<file path="src/rtl/part_4_serial_add_pkg.sv">
// Shared definitions for the chunk-serial adder: FSM encoding and index sizing.
// The default geometry constants mirror the top-level parameter defaults.
package part_4_serial_add_pkg;

    typedef enum logic [1:0] {
        IDLE = 2'd0,
        BUSY = 2'd1,
        DONE = 2'd2
    } state_t;

    localparam int DEF_WIDTH  = 32;
    localparam int DEF_CHUNK  = 8;
    localparam int DEF_NCHUNK = DEF_WIDTH / DEF_CHUNK;

    // Keep the chunk index at least one bit wide, even when there is only one chunk.
    function automatic int idx_width(input int nchunk);
        return (nchunk > 1) ? $clog2(nchunk) : 1;
    endfunction

endpackage

</file>
<file path="src/rtl/part_4_serial_add_chunk_adder.sv">
// One CHUNK-bit slice of the serial adder: a + b + cin -> sum, cout.
// Purely combinational; the carry between slices is registered in the parent.
module chunk_adder #(
    parameter int CHUNK = 8
) (
    input  logic [CHUNK-1:0] a,
    input  logic [CHUNK-1:0] b,
    input  logic             cin,
    output logic [CHUNK-1:0] sum,
    output logic             cout
);

    assign {cout, sum} = {1'b0, a} + {1'b0, b} + {{CHUNK{1'b0}}, cin};

endmodule

</file>
<file path="src/rtl/part_4_serial_add.sv">
// Chunk-serial WIDTH-bit adder with valid/ready on both sides.
// One operand pair is added CHUNK bits per clock; the result is held until accepted.
module part_4_serial_add
    import part_4_serial_add_pkg::*;
#(
    parameter int WIDTH = 32,
    parameter int CHUNK = 8,
    parameter int CNT_W = 16
) (
    input  logic             clk,
    input  logic             rst,
    // Handshake: a transfer happens on a posedge where valid and ready are both 1.
    // in_ready is high only in IDLE, out_valid only in DONE; the two never overlap.
    input  logic             in_valid,
    output logic             in_ready,
    input  logic [WIDTH-1:0] a,
    input  logic [WIDTH-1:0] b,
    output logic             out_valid,
    input  logic             out_ready,
    output logic [WIDTH-1:0] sum,
    output logic             carry_out,
    output logic [CNT_W-1:0] ops_done,
    output state_t           fsm_state
);

    localparam int NCHUNK = WIDTH / CHUNK;
    localparam int IDX_W  = idx_width(NCHUNK);
    localparam logic [IDX_W-1:0] LAST_IDX = IDX_W'(NCHUNK - 1);

    state_t             state;
    logic [WIDTH-1:0]   a_sh;
    logic [WIDTH-1:0]   b_sh;
    logic               carry;
    logic [IDX_W-1:0]   idx;
    logic [CHUNK-1:0]   chunk_sum;
    logic               chunk_cout;

    chunk_adder #(
        .CHUNK (CHUNK)
    ) u_chunk_adder (
        .a    (a_sh[CHUNK-1:0]),
        .b    (b_sh[CHUNK-1:0]),
        .cin  (carry),
        .sum  (chunk_sum),
        .cout (chunk_cout)
    );

    assign fsm_state = state;

    always_ff @(posedge clk) begin
        if (rst) begin
            state     <= IDLE;
            in_ready  <= 1'b1;
            out_valid <= 1'b0;
            sum       <= '0;
            carry_out <= 1'b0;
            ops_done  <= '0;
            idx       <= '0;
            carry     <= 1'b0;
            a_sh      <= '0;
            b_sh      <= '0;
        end else begin
            case (state)
                IDLE: begin
                    if (in_valid) begin
                        a_sh     <= a;
                        b_sh     <= b;
                        carry    <= 1'b0;
                        idx      <= '0;
                        in_ready <= 1'b0;
                        state    <= BUSY;
                    end
                end
                BUSY: begin
                    // LSB chunk first; operands shift down so the adder always sees bit 0.
                    sum[idx*CHUNK +: CHUNK] <= chunk_sum;
                    carry <= chunk_cout;
                    a_sh  <= a_sh >> CHUNK;
                    b_sh  <= b_sh >> CHUNK;
                    if (idx == LAST_IDX) begin
                        carry_out <= chunk_cout;
                        idx       <= '0;
                        out_valid <= 1'b1;
                        state     <= DONE;
                    end else begin
                        idx <= idx + 1'b1;
                    end
                end
                DONE: begin
                    if (out_ready) begin
                        ops_done  <= ops_done + CNT_W'(1);
                        out_valid <= 1'b0;
                        in_ready  <= 1'b1;
                        state     <= IDLE;
                    end
                end
                default: begin
                    out_valid <= 1'b0;
                    in_ready  <= 1'b1;
                    state     <= IDLE;
                end
            endcase
        end
    end

endmodule
</file>
<file path="config.mk">
export PLATFORM = sky130hd
export DESIGN_NAME = part_4_serial_add
export DESIGN_NICKNAME = d
export VERILOG_FILES = /design/src/rtl/part_4_serial_add_pkg.sv /design/src/rtl/part_4_serial_add_chunk_adder.sv /design/src/rtl/part_4_serial_add.sv
export SDC_FILE = /design/constraint.sdc
export NUM_CORES = 1
export LEC_CHECK = 0
export BUFFER_PORTS_ARGS = -buffer_cell sky130_fd_sc_hd__buf_2
export CAP_MARGIN = 0
export CORE_ASPECT_RATIO = 0.7
export CORE_UTILIZATION = 50
export DETAILED_ROUTE_END_ITERATION = 10
export PLACE_DENSITY = 0.85
export SLEW_MARGIN = 0
export SYNTH_ARGS = -nofsm -noshare
export SYNTH_HDL_FRONTEND = slang
export SYNTH_SLANG_ARGS = --single-unit
export TNS_END_PERCENT = 10
</file>
<file path="constraint.sdc">
create_clock -name clk -period 2.65 [get_ports clk]
set_input_delay 0.1325 -clock clk [delete_from_list [all_inputs] [get_ports clk]]
set_output_delay 0.1325 -clock clk [all_outputs]
set_load 0.005 [all_outputs]
</file>
==> metrics.cfg <==
[hold_path]
hp-class = input port to register
hold_path_startpoint = b[24]

[worst_setup_path]
crit_family = compound AO/OA/AOI/OAI gates
cp_num_buf_inv = 1
cpMostUsedCell = fa_1
worstPathRequired_ns = 2.92
reg2reg_from = a_sh[0]$_SDFFE_PP0P_
cp_max_fo = 5
critPathArrivalTime_ns = 2.56
critPathKind = register to register
critical_path.cell_chain = fa_1, inv_1, fa_1, nand2b_1, a21o_1, a211oi_1, o21ai_0
crit_path_start = a_sh[0]$_SDFFE_PP0P_
slowest_delay_ns = 0.46
worstSetupStartpointType = register
slowest_stage = a211oi_1
worstSetupEndpointType = register

[clock_tree]
postCtsHoldBufs = 15
tritoncts = yes
htree_levels = 4
cts-buffers-inserted = 17
cts_buffer_depth = 2
clk_latency_ns = 0.41
cts_resized = 0
root_buffer = clkbuf_16
clk_pin_slew_ns = 0.05
clock_sinks = 120
post_cts_buffers = 0

[detailed_routing]
maxUsedRoutingLayer = met4
route.detailed.drc = 0
wire_per_inst_um = 14.5
via_per_inst = 5.36
met3_length_um = 927
wl_met1_um = 7210
drtPass1Iterations = 5
postRouteAntennaNets = 0
vias = 5351
drtIter0Drc = 482
wl_um = 14500
wl_met2_um = 6160

[timing]
max_freq_mhz = 436
tns_ns = 0
drv_slew = 0
worst_pin_slew_ns = 1.07
finalCriticalPeriod_ns = 2.29
clock_skew_ns = 0.00536
setup_viol = 0
rsz0062_at_grt = no
hold_viol = 0
fin_crit_sh_pct = 86.5
slew_headroom_pct = 28.3

[cells_and_area]
syn_to_final_growth_pct = 24.6
fillers = 977
diodes = 0
drive_gt1_share_pct = 20.2
final_nets = 918
design_area_um2 = 7110

[grt]
first_global_vias = 4834
grt_pass1_wl_um = 23700
grt_max_degree = 74
antenna_found_initial = 0
overflow = 0
track_usage_pct = 25.4

[die]
core_um2 = 11100
rows = 32
initial_core_util_pct = 51.6
io_pins = 121
die-area_um2 = 11900
die_y_um = 91.4
die_w_um = 130

[yosys]
yosysTopAreaCell = dfxtp_1
yosys_warnings = 0
syn_nets = 805
synth_area_um2 = 5710
yosys-top-cells-area = dfxtp_1, nor2_1, a21oi_1, nor2b_1, nor3_1
synth_most_common_cell = nor2_1
async_flop_share_pct = 0
synth_area_per_cell_um2 = 7.92
netlist.area_leader.share_pct = 42.1
synth_edf_count = 0
synth.ff_latch_count = 120
ys_types = 52
synthFlopType = dfxtp_1
yosysSeqAreaShare_pct = 42.1
synth_common_cells = nor2_1, dfxtp_1, a21oi_1
synth_cells = 721

[power_and_ir_drop]
p_per_area_nw_per_um2 = 690
cellLeakagePower_nw = 3.15
pwr-share-clk_pct = 46.2
peakVddDrop_mv = 0.474
switching_share_pct = 25.6
pwr-share-seq_pct = 40.3
combPwrFrac_pct = 13.5
p_switching_mw = 1.26
intPower_mw = 3.65

[placement]
dp_hpwl_um = 9360
place_area_um2 = 6380
io_buffer_count = 120
routabilityCongestion = 0.816

[outcome]
status = finished, final reports clean

[job]
cap_violations = 0

[registers in the layout, indices dropped and copies added, names as in the netlist]
name and cells:
a_sh 32, b_sh 32, sum 32, ops_done 16
fsm_state 2, idx 2, carry 1, carry_out 1
in_ready 1, out_valid 1
[metrics by stage]
stage                     setup WS, ns  hold WS (ns)  cells  utilization, %  total power [mW]
after floorplan                  0.630         0.293    721               -              2.46
after global placement           0.525         0.382    953            57.7              2.64
after detailed placement         0.395         0.394    953            57.7              2.65
after CTS                        0.346       0.00585    999            64.4              4.92
after global routing             0.153        0.0232    999            64.4              5.12
final                            0.358       0.00540    999            64.4              4.91
[power by group through the flow]
| stage | registers [mW] | clock network (mW) | logic, mW |
|---|---|---|---|
| after floorplan | 1.99 | 0 | 0.478 |
| after global placement | 2.01 | 0 | 0.624 |
| after detailed placement | 2.02 | 0 | 0.635 |
| after CTS | 1.98 | 2.28 | 0.662 |
| after global routing | 1.99 | 2.38 | 0.745 |
| final | 1.98 | 2.27 | 0.665 |
[layout make-up]
class	instances	area (um2)	area share (%)
clock buffer	22	484	6.81
clock inverter	9	97.6	1.37
inverter	8	30.0	0.422
multi-input combinational	545	3080	43.4
sequential	120	2410	33.8
tap	153	191	2.69
timing repair buffer	142	818	11.5
[metal layers]
| layer | vias to the layer above | GRT usage, % |
|---|---|---|
| met2 | 173 | 36.1 |
| met4 | 0 | 8.43 |
| li1 | 2700 | - |
| met1 | 2463 | 37.4 |
| met3 | 15 | 5.72 |
| met5 | - | 0 |
[placed cells by master (no fill, tap or decap), types with 3 or more instances in the layout]
cell type,instances
a21oi_1,67
dlygate4sd3_1,15
nor2b_1,50
nand2b_1,7
clkinv_2,6
a31oi_1,4
o211ai_1,7
nand3b_1,15
or4_1,4
or3b_1,4
xor2_1,10
nor2_1,192
nand2_1,17
a211oi_1,6
or3_1,3
buf_2,119
nand3_1,9
dfxtp_1,118
clkbuf_8,4
ha_1,14
nor3_1,46
buf_4,7
o31ai_1,3
a22oi_1,30
inv_1,7
o21ai_0,17
clkbuf_16,17
nand4_1,7
[logic make-up after synthesis]
kind of cell / synth area share [%]
simple gates: 33.0
compound gates: 15.2
mux: 0.175
buf+inv: 3.99
flops: 42.1
fa+ha+maj: 3.77
xor+xnor: 1.84
[tightest hold or removal path, stage by stage]
cell and delay [ns]:
buf_2 0.08, a22oi_1 0.07, nor2_1 0.10
[path summary, 6_finish.rpt]
check                           slack, ns                     to  cells after the start
worst min-delay path                0.005  b_sh[24]$_SDFFE_PP0P_                      3
worst max register to register       0.36   sum[30]$_SDFFE_PP0P_                      7
worst min register to register       0.45   sum[12]$_SDFFE_PP0P_                      2
worst max-delay path                 0.36   sum[30]$_SDFFE_PP0P_                      7
(Power assumes the default switching activity.)
